==> config.mk <==
export PLATFORM = sky130hd
export DESIGN_NAME = fetch_ctrl
export DESIGN_NICKNAME = d
export VERILOG_FILES = /design/src/rtl/fetch_ctrl.sv
export SDC_FILE = /design/constraint.sdc
export NUM_CORES = 1
export LEC_CHECK = 0
export CORE_AREA = 2 2 112 114
export CTS_CLUSTER_DIAMETER = 30
export DETAILED_ROUTE_END_ITERATION = 10
export DIE_AREA = 0 0 114 116
export GPL_ROUTABILITY_DRIVEN = 0
export GPL_TIMING_DRIVEN = 0
export PLACE_DENSITY = 0.84
export SLEW_MARGIN = 30
export SYNTH_ARGS = -nofsm -noshare
export SYNTH_HDL_FRONTEND = slang
export SYNTH_SLANG_ARGS = --single-unit
==> constraint.sdc <==
create_clock -name clk -period 3.5 [get_ports clk]
set_input_delay 0.7 -clock clk [delete_from_list [all_inputs] [get_ports clk]]
set_output_delay 0.7 -clock clk [all_outputs]
set_load 0.01 [all_outputs]
==> src/rtl/fetch_ctrl.sv <==
// Instruction fetch controller: boot-loads a program into instruction memory,
// then streams one instruction per cycle to decode with stall, redirect and halt.
module fetch_ctrl #(
    parameter int                         ADDRESS_WIDTH = 32,
    parameter int                         DATA_WIDTH    = 32,
    parameter int                         MEM_SIZE      = 256,
    parameter logic [ADDRESS_WIDTH-1:0]   RESET_PC      = '0
) (
    input  logic                     clk,
    input  logic                     rst_n,
    input  logic                     start,
    input  logic                     load_en,
    input  logic                     load_valid,
    input  logic [DATA_WIDTH-1:0]    load_data,
    output logic                     load_ready,
    output logic [ADDRESS_WIDTH-1:0] mem_addr,
    output logic                     mem_we,
    output logic [DATA_WIDTH-1:0]    mem_wdata,
    input  logic [DATA_WIDTH-1:0]    mem_rdata,
    output logic                     inst_valid,
    output logic [DATA_WIDTH-1:0]    inst,
    output logic [ADDRESS_WIDTH-1:0] inst_pc,
    input  logic                     inst_ready,
    input  logic                     redirect_valid,
    input  logic [ADDRESS_WIDTH-1:0] redirect_pc,
    input  logic                     halt,
    output logic [1:0]               state_o
);

    typedef enum logic [1:0] {
        S_IDLE = 2'd0,
        S_LOAD = 2'd1,
        S_RUN  = 2'd2,
        S_HALT = 2'd3
    } state_t;

    // load_ptr must be able to hold MEM_SIZE itself (the "full" value)
    localparam int               PTR_W    = $clog2(MEM_SIZE + 1);
    localparam logic [PTR_W-1:0] PTR_FULL = PTR_W'(MEM_SIZE);

    state_t                   state_q, state_d;
    logic [PTR_W-1:0]         load_ptr_q, load_ptr_d;
    logic [ADDRESS_WIDTH-1:0] pc_q, pc_d;
    logic [ADDRESS_WIDTH-1:0] inst_pc_q, inst_pc_d;
    logic [DATA_WIDTH-1:0]    inst_q, inst_d;
    logic                     inst_valid_q, inst_valid_d;
    logic                     load_xfer;
    logic                     load_last;
    logic                     fetch_go;
    logic                     unused_redirect_lo;

    assign unused_redirect_lo = ^redirect_pc[1:0];

    // Gating with rst_n keeps a reset edge from also committing a write.
    always_comb begin
        load_ready = rst_n && (state_q == S_LOAD) && (load_ptr_q < PTR_FULL);
        load_xfer  = load_ready && load_valid;
        load_last  = load_xfer && (load_ptr_q == PTR_FULL - PTR_W'(1));
        mem_we     = load_xfer;
        mem_wdata  = load_data;
        mem_addr   = (state_q == S_LOAD) ? (ADDRESS_WIDTH'(load_ptr_q) << 2) : pc_q;
        fetch_go   = !inst_valid_q || inst_ready;
    end

    always_comb begin
        state_d      = state_q;
        load_ptr_d   = load_ptr_q;
        pc_d         = pc_q;
        inst_d       = inst_q;
        inst_pc_d    = inst_pc_q;
        inst_valid_d = inst_valid_q;

        if (load_xfer) begin
            load_ptr_d = load_ptr_q + PTR_W'(1);
        end

        case (state_q)
            S_IDLE, S_HALT: begin
                if (load_en) begin
                    state_d    = S_LOAD;
                    load_ptr_d = '0;
                end else if (start) begin
                    state_d      = S_RUN;
                    pc_d         = RESET_PC;
                    inst_valid_d = 1'b0;
                end
            end
            S_LOAD: begin
                // Leave on the edge that writes the last word, so ready drops right after it.
                if (!load_en || load_last || (load_ptr_q == PTR_FULL)) begin
                    state_d = S_IDLE;
                end
            end
            S_RUN: begin
                if (halt) begin
                    state_d      = S_HALT;
                    inst_valid_d = 1'b0;
                end else if (redirect_valid) begin
                    pc_d         = {redirect_pc[ADDRESS_WIDTH-1:2], 2'b00};
                    inst_valid_d = 1'b0;
                end else if (fetch_go) begin
                    inst_d       = mem_rdata;
                    inst_pc_d    = pc_q;
                    inst_valid_d = 1'b1;
                    pc_d         = pc_q + ADDRESS_WIDTH'(4);
                end
            end
            default: state_d = S_IDLE;
        endcase
    end

    always_ff @(posedge clk) begin
        if (!rst_n) begin
            state_q      <= S_IDLE;
            load_ptr_q   <= '0;
            pc_q         <= RESET_PC;
            inst_q       <= '0;
            inst_pc_q    <= '0;
            inst_valid_q <= 1'b0;
        end else begin
            state_q      <= state_d;
            load_ptr_q   <= load_ptr_d;
            pc_q         <= pc_d;
            inst_q       <= inst_d;
            inst_pc_q    <= inst_pc_d;
            inst_valid_q <= inst_valid_d;
        end
    end

    assign inst_valid = inst_valid_q;
    assign inst       = inst_q;
    assign inst_pc    = inst_pc_q;
    assign state_o    = state_q;

endmodule
### Word-level counts from Yosys, hierarchy flattened

Cells that the tools add are included.

| storage, ports and cells | value |
|---|---|
| flip-flop bits (word level) | 108 |
| input bits | 104 |
| output and inout port bits | 133 |
| word-level logic and storage cells | 61 |

| cells by class | value |
|---|---|
| add/sub/neg operators | 2 |
| order comparisons | 1 |
| eq/ne operators | 13 |
| multiplexer cells | 21 |
| bitwise logic cells | 2 |
| reduce and logical (&&, ||, !) cells | 16 |

Operator list:

| operator | count |
|---|---|
| $mux W32 | 6 |
| $pmux W32 S2 | 1 |
| $add A32 B3 Y32 const B | 1 |
| $mux W9 | 3 |
| $add A9 B1 Y9 const B | 1 |
| $eq A9 B8 Y1 const B | 1 |
| $eq A9 B9 Y1 const B | 1 |
| $lt A9 B9 Y1 const B | 1 |
| $mux W2 | 4 |
| $ne A2 B2 Y1 const B | 4 |
| $reduce_and A4 Y1 | 2 |
| $ne A3 B3 Y1 const B | 2 |
| $pmux W2 S3 | 1 |
| $mux W1 | 5 |
| $reduce_and A5 Y1 | 1 |
| $eq A2 B2 Y1 const B | 2 |
| $logic_and A1 B1 Y1 | 4 |
| $ne A4 B4 Y1 const B | 1 |
| $logic_or A1 B1 Y1 | 3 |
| $reduce_and A3 Y1 | 1 |
| $eq A2 B1 Y1 const B | 1 |
| $logic_not A1 Y1 | 2 |
| $logic_not A2 Y1 | 1 |
| $ne A2 B1 Y1 const B | 1 |
| other kinds (4) | 5 |

### Longest topological paths before layout

| depth | value |
|---|---|
| word-level depth | 9 |
| mapped depth | 10 |
| mapped depth without buffers | 8 |

### Worst setup path after synthesis

OpenSTA, ideal clock, no wires.

| path | value |
|---|---|
| path type | input-to-reg |
| start | input halt |
| end | register pc_q[15] |
| setup time | 0.127 ns |
| data arrival time | 2.171 ns |
| required time | 3.373 ns |
| path slack | 1.202 ns |
| cell stages on the path | 7 |
| path buffers | 2 |
| cells stage by stage | nand2b_1 clkbuf_1 a221o_1 and2_1 clkbuf_1 a22o_1 or3_1 |

| on the way | value |
|---|---|
| word-level cells in the longest chain between the ends | 2 |

Ends and longest elaborated chain:

| item | RTL line | RTL |
|---|---|---|
| from (decl) | 26 | `input logic halt,` |
| $ne A2 B2 Y1 (no source line) | -- |  |
| $reduce_and A5 Y1 (no source line) | -- |  |
| to (signal assigned) | 123 | `pc_q <= pc_d;` |
| to (decl) | 43 | `logic [ADDRESS_WIDTH-1:0] pc_q, pc_d;` |

Every way passes these cells.
A chain may end at the register's enable or synchronous reset.

### Final worst setup path

| path | value |
|---|---|
| start | register state_q[0] (netlist: state_o[0]) |
| end | output load_ready |

| on the way | value |
|---|---|
| word-level cells in the longest chain between the ends | 3 |

Ends and longest elaborated chain:

| item | RTL line | RTL |
|---|---|---|
| from (decl) | 41 | `state_t state_q, state_d;` |
| from (signal assigned) | 121 | `state_q <= state_d;` |
| $eq A2 B1 Y1 | 56 | `load_ready = rst_n && (state_q == S_LOAD) && (load_ptr_q < PTR_FULL);` |
| $logic_and A1 B1 Y1 (2 in series) | 56 |  |
| to (decl) | 15 | `output logic load_ready,` |

Every way passes these cells.

==> summary.md <==
| Metric | Value |
|---|---|
| DP Worst Slack | `between 200 and 300 ps` |
| Unrepaired setup endpoints after global routing | `false` |
| Mapped cell area | `about 0.0053 mm2` |
| Clk slew on worst S/H paths | `approximately 70 ps` |
| Slew Limit Fails | `0` |
| Fmax | `309 MHz` |
| Mapped Cells | `approximately 700` |
| Min Tclk post-route | `around 3200 ps` |
| Async set or reset register ratio after synthesis | `0%` |
| Top fanout value on the critical path | `10` |
| Inst Count DP | `around 1000` |
| CTS tree | `yes` |
| Global-route wire length before repair | `25300 um` |
| Clock latency at the later pin of the worst-skew pair | `~340 ps` |
| Worst Skew | `a little over 9 ps` |
| Total Routed Length | `16500 um` |
| Yosys warning count | `0` |
| Final ANT Viol Nets | `0` |
| Critical path type | `reg2out` |
| Area Growth Syn to Fin | `47.3%` |
| Critical path's slowest cell | `clkbuf_1` |
| Row count | `40` |
| Final WS setup | `266 ps` |
| Fill cell count | `roughly 1100` |
| Tot GR Track Use | `about a quarter` |
| Post-synthesis compound-gate area fraction | `18.8%` |
| Synth top area share | `between 30% and 40%` |
| Xor/xnor share of the synthesized area | `1.33%` |
| Sequential area share after synthesis | `about 40%` |
| Pin count of the biggest net entering global routing | `17` |
| Yosys reg bits | `104` |
| CTS sink count | `104` |
| Critical path required time | `around 2800 ps` |
| Cts bufs inserted | `9` |
| Final net count | `1010` |
| Placed Instance Area | `0.00742 mm2` |
| DRT Pass-1 Iters | `6` |
| EDFF count, synth | `0` |
| CP max stage delay | `530 ps` |
| Drt wl/cell | `approximately 16 um` |
| P_leak | `2.71 nW` |
| Multiplexer share of the synthesized area | `2.12%` |
| Syn Area/Cell | `about 7.6 um2` |
| Final HPWL DP | `about 12000 um` |
| N_diodes | `0` |
| HP Class | `reg2reg` |
| Synth cell types | `slightly below 60` |
| CP cell instances | `ha_1 -> clkbuf_1 -> clkbuf_1 -> and3_1 -> clkdlybuf4s50_1` |
| Main synth FF type | `dfxtp_1` |
| Synth Area in Adders | `~1.7%` |
| H-tree lvl count | `3` |
| Drt drc | `0` |
| Slew margin rel. | `38.3%` |
| # setup viols final | `0` |
| Post-route cell area | `0.00774 mm2` |
| IO buf count | `roughly 200` |
| Seq. cell area | `around 0.0021 mm2` |
| Cell accounting for the most synthesized area | `dfxtp_1` |
| CP bufs+invs | `3` |
| Antenna violations before repair | `0` |
| PwrDens | `428 mW/mm2` |
| Vias in the first global route | `5191` |
| Tcrit/Tclk final | `~92%` |
| Die width | `114 um` |
| Fin cells | `1049` |
| MaxCap Viol Count | `0` |
| Status | `complete, no violations` |
| Die span in y | `116 um` |
| Simple logic cell fraction of the synthesized area | `26.0%` |
| Area contributors post-synth | `dfxtp_1 40%, nand2_1 12%, a21oi_1 7.9%` |
| Footprint of the multi-input gates | `approximately 0.0026 mm2` |
| Least-Margin Pin Slew | `924 ps` |
| Setup TNS | `0 ps` |
| Worst vdd ir | `roughly 250 uV` |
| Worst-case clock buffer depth | `2` |
| Grt total ovfl | `0` |
| # IOs | `between 200 and 250` |
| Via density | `5.43` |
| Post-layout util | `between 60% and 70%` |
| Critical Path AT | `~2500 ps` |
| CTS Root Cell | `clkbuf_16` |
| Total number of vias | `~5700` |
| CP Capture Type | `output pin` |
| Delay-heaviest family, CP | `buffers and inverters` |
| Critical path's most frequent cell | `clkbuf_1` |
| Iter 0 DRT Violations | `480` |
| Initial core utilization | `44.1%` |
| Hold Vio Cnt, Final | `0` |
| Placeable Area | `between 0.01 and 0.015 mm2` |
| Die area | `roughly 0.013 mm2` |
| Share of cells above drive strength 1 | `8.65%` |
| CP Launch Type | `flop` |
| Largest family of logic cells by synthesized area | `simple AND/OR/NAND/NOR gates` |
## cell type report
cell class                      count  share of cell area, %
Timing Repair Buffer              197                   25.5
Multi-Input combinational cell    482                   34.1
Clock inverter                      4                   1.00
Tap cell                          147                   2.38
Sequential cell                   104                   26.9
Buffer                             84                   6.00
Clock buffer                       10                   3.09
Inverter                           21                   1.02
## layer usage
layer  track usage (%)  part of all wire, %  up-vias
met5                 0                    0        -
met4              9.59                  2.6        0
met3              4.76                   11       46
met2              39.4                   46      336
met1              30.4                   40     2578
li1                  -                    -     2736
## worst paths after layout
path	startpoint	to	slack (ps)	cells after the start
max	state_o[0]	load_ready	270	5
min	inst[8]	inst[8]	450	2
max reg2reg	state_o[0]	pc_q[23]	710	7
min reg2reg	inst[8]	inst[8]	450	2
## stage by stage
| step | total power [mW] | hold WS, ps |
|---|---|---|
| after CTS | 3.32 | 456 |
| after floorplan | 1.83 | 445 |
| after global placement | 2.21 | 441 |
| after detailed placement | 2.22 | 445 |
| final | 3.31 | 453 |
| after global routing | 3.45 | 474 |
## Yosys cell counts, drive strengths merged (2+ instances only)
cell type and number:
buf 44, o2bb2ai 3, nand4 15, clkbuf 40, xnor2 2, o31a 2
a2111oi 4, or4 2, nor2b 10, nor2 39, inv 21, a32oi 3
o21bai 2, o22ai 6, o211ai 2, and3 5, ha 7, and2 2
xor2 6, o21ai 14, dfxtp 104, a21o 3, a22o 3, mux2 9
nor4b 2, nand2b 7, a22oi 12, o31ai 6, a211oi 2, nand2 165
a221o 2, nor4 10, a31oi 4, nand3 16, and4 2, a21oi 83
or3 6, nor3 13, o21a 2
## where the power goes
| part | internal (mW) | switching (mW) |
|---|---|---|
| sequential | 1.23 | 0.0464 |
| clock | 0.645 | 0.447 |
| combinational | 0.394 | 0.547 |
## sequential cells by signal (all words and copies together) (netlist names)
register,count
inst,32
inst_pc,30
inst_valid,1
load_ptr_q,9
pc_q,30
state_o,2
## cells in the final DEF, fill, tap and decap left out, types with 3 or more instances in the layout
cell type	synthesis	routed
nor2b_1	10	10
nor4_1	8	8
o22ai_1	6	6
mux2_2	9	9
dfxtp_1	104	104
nor3_1	12	12
buf_2	6	6
clkdlybuf4s50_1	0	197
or3_1	6	6
nand3_1	16	16
nor2_1	39	39
buf_4	37	37
a22oi_1	12	12
a32oi_1	3	3
o21ai_0	13	13
nand2b_1	7	7
a22o_1	3	3
inv_1	21	21
a21oi_1	83	83
nand2_1	165	165
o31ai_1	5	5
clkbuf_1	40	38
clkbuf_16	0	9
xor2_1	6	6
and3_1	5	5
conb_1	1	4
ha_1	7	7
a31oi_1	4	4
nand4_1	14	14
a21o_1	3	3
o2bb2ai_1	3	3
## repair_timing
action,CTS,global route
buffers inserted,0,0
gates resized for setup,1,2
endpoints found under the setup margin,7,10
hold buffers,0,0
## logic make-up after synthesis
logic type | Yosys count
flops | 104
fa+ha+maj | 7
other cells | 1
compound gates | 157
buf+inv | 105
simple gates | 296
mux | 10
xor+xnor | 8
## worst register-to-register path: stages, from the launching register on
cell       delay (ps)
dfxtp_1           430
inv_1              70
ha_1              320
clkbuf_1          290
a2111oi_2         860
clkbuf_1          450
a22oi_1           180
nand3_1           130
No activity file was read; power rests on OpenSTA's default activity.
